<file path="src/rtl/microsoc_pkg.sv">
// Shared definitions for the microsoc peripheral block.
// Timer register offsets, bit positions and a byte-enable merge helper.
package microsoc_pkg;

    localparam int BUS_DATA_W = 32;

    localparam int TIMER_CTRL_EN_BIT        = 0;
    localparam int TIMER_CTRL_IE_BIT        = 1;
    localparam int TIMER_STATUS_PENDING_BIT = 0;

    typedef enum logic [2:0] {
        TIMER_CTRL        = 3'd0,
        TIMER_PRESCALE    = 3'd1,
        TIMER_MTIME_LO    = 3'd2,
        TIMER_MTIME_HI    = 3'd3,
        TIMER_MTIMECMP_LO = 3'd4,
        TIMER_MTIMECMP_HI = 3'd5,
        TIMER_STATUS      = 3'd6,
        TIMER_RSVD        = 3'd7
    } timer_reg_e;

    function automatic logic [BUS_DATA_W-1:0] be_merge(
        input logic [BUS_DATA_W-1:0] old_v,
        input logic [BUS_DATA_W-1:0] new_v,
        input logic [3:0]            be
    );
        logic [BUS_DATA_W-1:0] res;
        for (int i = 0; i < 4; i++) begin
            res[8*i +: 8] = be[i] ? new_v[8*i +: 8] : old_v[8*i +: 8];
        end
        return res;
    endfunction

endpackage

</file>
<file path="src/rtl/timer_prescaler.sv">
// Prescale counter for obi_timer.
// Emits a one-cycle tick every PRESCALE+1 enabled cycles.
module timer_prescaler #(
    parameter int PRESCALE_W = 16
) (
    input  logic                  clk,
    input  logic                  rst,
    input  logic                  en_i,
    input  logic                  clr_i,
    input  logic [PRESCALE_W-1:0] prescale_i,
    output logic                  tick_o
);

    logic [PRESCALE_W-1:0] pcnt_q, pcnt_d;

    assign tick_o = en_i & (pcnt_q == prescale_i);

    always_comb begin
        pcnt_d = pcnt_q;
        if (clr_i) begin
            pcnt_d = '0;
        end else if (tick_o) begin
            pcnt_d = '0;
        end else if (en_i) begin
            pcnt_d = pcnt_q + 1'b1;
        end
    end

    always_ff @(posedge clk or posedge rst) begin
        if (rst) begin
            pcnt_q <= '0;
        end else begin
            pcnt_q <= pcnt_d;
        end
    end

endmodule

</file>
<file path="src/rtl/obi_timer.sv">
// 64-bit mtime/mtimecmp timer on the processor data bus.
// Single-cycle accept, registered response one cycle later.
module obi_timer
    import microsoc_pkg::*;
#(
    parameter logic [31:0] BASE_ADDR  = 32'h0000_3000,
    parameter int          PRESCALE_W = 16
) (
    input  logic        clk,
    input  logic        rst,
    input  logic        data_req,
    input  logic        data_we,
    input  logic [3:0]  data_be,
    input  logic [31:0] data_addr,
    input  logic [31:0] data_wdata,
    output logic        data_gnt,
    output logic        data_rvalid,
    output logic [31:0] data_rdata,
    output logic        data_err,
    output logic        timer_irq
);

    timer_reg_e off;
    logic       in_win, bad, wr;
    logic       unused_addr;
    logic       tick, pcnt_clr, stat_clr, cmp_hit;

    logic                  en_q, en_d, ie_q, ie_d;
    logic [PRESCALE_W-1:0] pre_q, pre_d;
    logic [63:0]           mtime_q, mtime_d;
    logic [63:0]           cmp_q, cmp_d;
    logic                  pend_q, pend_d;
    logic                  irq_q;

    logic                  rvalid_q;
    logic [BUS_DATA_W-1:0] rdata_q, rdata_d;
    logic                  err_q, err_d;
    logic [BUS_DATA_W-1:0] pre_ext, pre_new;

    assign off         = timer_reg_e'(data_addr[4:2]);
    assign unused_addr = ^data_addr[1:0];
    assign in_win      = data_addr[31:5] == BASE_ADDR[31:5];
    assign bad         = ~in_win | (off == TIMER_RSVD);
    assign wr          = data_req & data_we & ~bad;

    assign data_gnt    = data_req;
    assign data_rvalid = rvalid_q;
    assign data_rdata  = rdata_q;
    assign data_err    = err_q;
    assign timer_irq   = irq_q;

    assign pcnt_clr = wr & (off == TIMER_PRESCALE);
    assign stat_clr = wr & (off == TIMER_STATUS)
                    & data_be[0] & data_wdata[TIMER_STATUS_PENDING_BIT];
    assign cmp_hit  = mtime_q >= cmp_q;

    timer_prescaler #(
        .PRESCALE_W(PRESCALE_W)
    ) u_prescaler (
        .clk       (clk),
        .rst       (rst),
        .en_i      (en_q),
        .clr_i     (pcnt_clr),
        .prescale_i(pre_q),
        .tick_o    (tick)
    );

    always_comb begin
        pre_ext                 = '0;
        pre_ext[PRESCALE_W-1:0] = pre_q;
        pre_new                 = be_merge(pre_ext, data_wdata, data_be);
    end

    // Read data is taken from the state as it stands before this cycle's write.
    always_comb begin
        rdata_d = '0;
        err_d   = bad;
        if (!bad) begin
            unique case (off)
                TIMER_CTRL: begin
                    rdata_d[TIMER_CTRL_EN_BIT] = en_q;
                    rdata_d[TIMER_CTRL_IE_BIT] = ie_q;
                end
                TIMER_PRESCALE:    rdata_d = pre_ext;
                TIMER_MTIME_LO:    rdata_d = mtime_q[31:0];
                TIMER_MTIME_HI:    rdata_d = mtime_q[63:32];
                TIMER_MTIMECMP_LO: rdata_d = cmp_q[31:0];
                TIMER_MTIMECMP_HI: rdata_d = cmp_q[63:32];
                TIMER_STATUS:      rdata_d[TIMER_STATUS_PENDING_BIT] = pend_q;
                default:           rdata_d = '0;
            endcase
        end
    end

    always_comb begin
        en_d    = en_q;
        ie_d    = ie_q;
        pre_d   = pre_q;
        mtime_d = mtime_q;
        cmp_d   = cmp_q;
        if (wr && off == TIMER_CTRL && data_be[0]) begin
            en_d = data_wdata[TIMER_CTRL_EN_BIT];
            ie_d = data_wdata[TIMER_CTRL_IE_BIT];
        end
        if (pcnt_clr) begin
            pre_d = pre_new[PRESCALE_W-1:0];
        end
        // A software write to mtime wins over the tick in the same cycle.
        if (wr && off == TIMER_MTIME_LO) begin
            mtime_d[31:0] = be_merge(mtime_q[31:0], data_wdata, data_be);
        end else if (wr && off == TIMER_MTIME_HI) begin
            mtime_d[63:32] = be_merge(mtime_q[63:32], data_wdata, data_be);
        end else if (tick) begin
            mtime_d = mtime_q + 64'd1;
        end
        if (wr && off == TIMER_MTIMECMP_LO) begin
            cmp_d[31:0] = be_merge(cmp_q[31:0], data_wdata, data_be);
        end
        if (wr && off == TIMER_MTIMECMP_HI) begin
            cmp_d[63:32] = be_merge(cmp_q[63:32], data_wdata, data_be);
        end
        pend_d = cmp_hit | (pend_q & ~stat_clr);
    end

    always_ff @(posedge clk or posedge rst) begin
        if (rst) begin
            en_q     <= 1'b0;
            ie_q     <= 1'b0;
            pre_q    <= '0;
            mtime_q  <= '0;
            cmp_q    <= '1;
            pend_q   <= 1'b0;
            irq_q    <= 1'b0;
            rvalid_q <= 1'b0;
            rdata_q  <= '0;
            err_q    <= 1'b0;
        end else begin
            en_q     <= en_d;
            ie_q     <= ie_d;
            pre_q    <= pre_d;
            mtime_q  <= mtime_d;
            cmp_q    <= cmp_d;
            pend_q   <= pend_d;
            irq_q    <= pend_q & ie_q;
            rvalid_q <= data_req;
            rdata_q  <= data_req ? rdata_d : '0;
            err_q    <= data_req & err_d;
        end
    end

endmodule
</file>
<file path="config.mk">
export PLATFORM = sky130hd
export DESIGN_NAME = obi_timer
export DESIGN_NICKNAME = d
export VERILOG_FILES = /design/src/rtl/microsoc_pkg.sv /design/src/rtl/timer_prescaler.sv /design/src/rtl/obi_timer.sv
export SDC_FILE = /design/constraint.sdc
export NUM_CORES = 1
export LEC_CHECK = 0
export ABC_CLOCK_PERIOD_IN_PS = 16100
export BUFFER_PORTS_ARGS = -buffer_cell sky130_fd_sc_hd__buf_2
export CAP_MARGIN = 20
export CORE_MARGIN = 2
export CORE_UTILIZATION = 45
export DETAILED_ROUTE_END_ITERATION = 10
export SYNTH_ARGS = -nofsm -noshare
export SYNTH_HDL_FRONTEND = slang
export SYNTH_HIERARCHICAL = 1
export SYNTH_SLANG_ARGS = --single-unit
</file>
<file path="constraint.sdc">
create_clock -name clk -period 16.1 [get_ports clk]
set_input_delay 1.61 -clock clk [delete_from_list [all_inputs] [get_ports clk]]
set_output_delay 1.61 -clock clk [all_outputs]
set_load 0.02 [all_outputs]
</file>
==> flow_metrics.py <==
metrics = {
    "clock_network": {
        "post_cts_buffers": 0,
        "clock_sinks": 198,
        "cts.repair.resized": 0,
        "h-tree-depth": 4,
        "clk-insertion-delay-late_ns": 0.45,
        "clkTransAtPathRegs_ns": 0.08,
        "root_buffer": "clkbuf_16",
        "cts_tree": "yes",
        "ctsHoldBuffers": 0,
        "cts_buffer_depth": 2,
        "cts_buffers": 17,
    },
    "worst_hold_path": {
        "holdPathStages": 1,
        "whs_endpoint": "timer_irq",
        "hp-class": "register to register",
        "holdCritStartpoint": "ie_q",
    },
    "routing": {
        "drtPass1Iterations": 5,
        "route.vias.total": 10826,
        "viasPerCell": 6.120,
        "avgRoutedWirePerCell_um": 21.73,
        "totalWireLength_mm": 38.44,
        "detailedRoute.firstIterationViolations": 981,
        "ant_nets": 0,
        "drc": 0,
    },
    "setup_path": {
        "cp_num_cells": 10,
        "crit_slowest_cell": "and2_1",
        "r2r_setup_slack_ns": 11.92,
        "cp_data_arrival_time_ns": 5.29,
        "critical_path_required_ns": 16.40,
        "cp-start-kind": "input pin",
        "path_max_fanout": 22,
        "critPathMaxStageDelay_ns": 0.79,
        "crit_type": "input pin to register",
        "r2r-start": "u_prescaler/pcnt_q[5]",
        "crit_path_frequent_cell": "buf_4",
        "worst-path-buf-inv": 4,
        "path_cells": "buf_2, buf_4, clkinv_1, nor3_2, buf_4, and2_1, o2111ai_4, nor4_4, mux2i_1, a211oi_2",
        "worstSetupEndpointType": "register",
        "crit-reg2reg-capture": "mtime_q[2]",
        "r2r_cells": 8,
        "path_delay_family": "simple AND/OR/NAND/NOR gates",
    },
    "sta": {
        "setup_viol": 0,
        "period_share": 0.3102,
        "slew_violations": 0,
        "timing.slew.headroom": 0.2045,
        "finalHoldViolations": 0,
        "min_period_ns": 4.995,
        "fmax_mhz": 200.2,
        "setup_tns_ns": 0,
        "fin_skew_ns": 0.01475,
        "worst_slew_pin_slew_ns": 1.190,
        "rsz0062_at_grt": "false",
        "fin_ws_ns": 11.11,
    },
    "power_and_ir_drop": {
        "finalPower_mw": 1.027,
        "p_clk_frac": 0.469,
        "power_switching_uw": 247.0,
        "p_sw_frac": 0.2406,
        "p_per_area_mw_per_mm2": 73.23,
        "combPwrFrac": 0.045,
        "p_seq_frac": 0.485,
        "vdd_drop_max_mv": 0.05911,
        "power.leakage_nw": 5.857,
        "p_int_uw": 779.6,
    },
    "place": {
        "dp_slack_ns": 10.71,
        "port_buffers": 105,
        "finalWeightedCongestion": 0.8870,
        "hpwl_mm": 26.78,
    },
    "logic_synthesis": {
        "synth_area_mm2": 0.01248,
        "synth.area.top_cells": "dfrtp_1 27%, dfstp_2 13%, mux2_2 7.6%, ha_1 6.6%, a21oi_1 5.3%",
        "seq_area_frac_synth": 0.4035,
        "ys_types": 79,
        "yosysWarnings": 6,
        "async_flop_share": 1.000,
        "syn-num-nets": 1448,
        "synth_edf_count": 0,
        "synthDominantCellAreaShare": 0.2687,
        "syn_avg_cell_area_um2": 9.525,
        "ys.flop_type": "dfrtp_1",
        "yosys.area.top_type": "dfrtp_1",
        "synth-seq-cells": 198,
        "netlist_instances": 1310,
    },
    "layout": {
        "final_nets": 1522,
        "antenna_cells": 0,
        "drive_gt1_frac": 0.2470,
        "syn2layout_area_growth_pct": 12.35,
        "final_util": 0.5173,
    },
    "floorplanning": {
        "core.rowCount": 60,
        "chipWidth_um": 170.5,
        "io_pins": 108,
        "core_mm2": 0.02710,
        "die_h_um": 170.5,
        "initial_utilization": 0.4604,
        "die_area_mm2": 0.02908,
    },
    "global_routing": {
        "top_usage_layer": "met2",
        "antenna_found_initial": 0,
        "grt_usage": 0.2698,
        "use_met1": 0.3962,
        "grtUsageMet3": 0.04511,
        "grt_start_max_net_pins": 137,
        "grt-ovfl-total": 0,
        "grt_use_met2": 0.4087,
        "grt_pass1_vias": 10379,
        "grt_pass1_wl_mm": 59.96,
    },
    "job": {
        "maxCapViolCount": 0,
    },
    "status": {
        "status": "finished clean",
    },
}
==> layout by cell type, fill, tap and decap left out, types with 12 or more instances in the layout <==
cell type / Yosys / routed
o22a_1: 13 / 13
dfrtp_1: 134 / 134
dfstp_2: 64 / 64
nand2_1: 94 / 94
buf_2: 7 / 105
a21o_1: 12 / 12
clkbuf_16: 0 / 17
xnor2_1: 24 / 24
a211oi_1: 13 / 13
nor2_1: 64 / 62
nor3_1: 23 / 21
nand3_1: 64 / 64
ha_1: 66 / 66
a22oi_1: 17 / 17
nor4_1: 18 / 16
buf_4: 2 / 19
o21ai_0: 65 / 65
mux2i_1: 36 / 36
and4_1: 16 / 16
mux2_2: 84 / 84
o22ai_1: 22 / 22
a21oi_1: 132 / 132
and3_1: 17 / 17
inv_1: 82 / 81
nand4_1: 31 / 31
==> per-layer routing <==
layer	wire, um	part of all wire
met4	758	0.020
met2	16940	0.44
met3	2736	0.071
met5	0	0
met1	18010	0.47
==> cell families (layout without fill, tap and decap cells) <==
family	count (synthesis)	in the layout	synth area share
fa+ha+maj	66	66	0.06618
mux	121	121	0.1065
buf+inv	153	240	0.04873
compound gates	360	360	0.1881
flops	198	198	0.4035
xor+xnor	27	27	0.01955
simple gates	385	385	0.1675
==> through the flow <==
| step | cell area [um2] | cells | hold WS, ns |
|---|---|---|---|
| 6_report | 14020 | 1769 | 0.5324 |
| 3_3_place_gp | 13350 | 1736 | 0.5063 |
| 5_1_grt | 14020 | 1769 | 0.5676 |
| 2_1_floorplan | 12480 | 1310 | 0.4725 |
| 4_1_cts | 14000 | 1768 | 0.5358 |
| 3_5_place_dp | 13350 | 1736 | 0.4963 |
==> state kept, by name (all words and copies together), names as in the netlist <==
register,count
timer_irq,1
u_prescaler/pcnt_q,16
en_q,1
pre_q,16
data_err,1
cmp_q,64
ie_q,1
pend_q,1
data_rdata,32
data_rvalid,1
mtime_q,64
==> cell usage after synthesis, drive strengths merged, types with 5 or more instances <==
master and n:
buf 17, a31oi 5, dfrtp 134, o2bb2a 8, o31ai 7, mux2i 36
a21o 12, a211oi 17, o22ai 22, nand2b 6, nor4 24, a22oi 17
and2 9, nand2 94, xnor2 25, or3 5, o22a 13, nor3 25
a222oi 9, nor2 64, dfstp 64, mux2 84, nand3 66, a21oi 133
nand4 32, and3 17, a22o 6, and4 19, inv 82, o21ai 65
ha 66, or4 8, a2bb2oi 11, clkbuf 53, a221oi 5
==> worst max path at each step <==
stage	end	slack, ns	startpoint
after floorplan	data_err	9.65	rst
after global placement	u_prescaler/pcnt_q[15]	10.76	data_addr[2]
after detailed placement	u_prescaler/pcnt_q[15]	10.71	data_addr[2]
after CTS	u_prescaler/pcnt_q[15]	11.15	data_addr[2]
after global routing	u_prescaler/pcnt_q[6]	10.98	data_addr[2]
final	u_prescaler/pcnt_q[15]	11.11	data_addr[2]
==> power by group through the flow <==
stage | Clock, mW | Combinational (mW) | Sequential [mW]
after floorplan | 0 | 0.0198 | 0.508
after global routing | 0.510 | 0.0508 | 0.498
final | 0.482 | 0.0467 | 0.498
after CTS | 0.490 | 0.0471 | 0.498
after global placement | 0 | 0.0467 | 0.507
after detailed placement | 0 | 0.0470 | 0.507
==> layout make-up <==
| class | instances | area, um2 |
|---|---|---|
| Clock inverter | 14 | 212.7 |
| Clock buffer | 18 | 439.2 |
| Tap cell | 372 | 465.4 |
| Timing Repair Buffer | 125 | 683.2 |
| Multi-Input combinational cell | 959 | 6865 |
| Fill cell | 2536 | 13080 |
| Sequential cell | 198 | 5035 |
| Inverter | 83 | 319.1 |
Note: power is estimated with default switching activity, not from simulation.
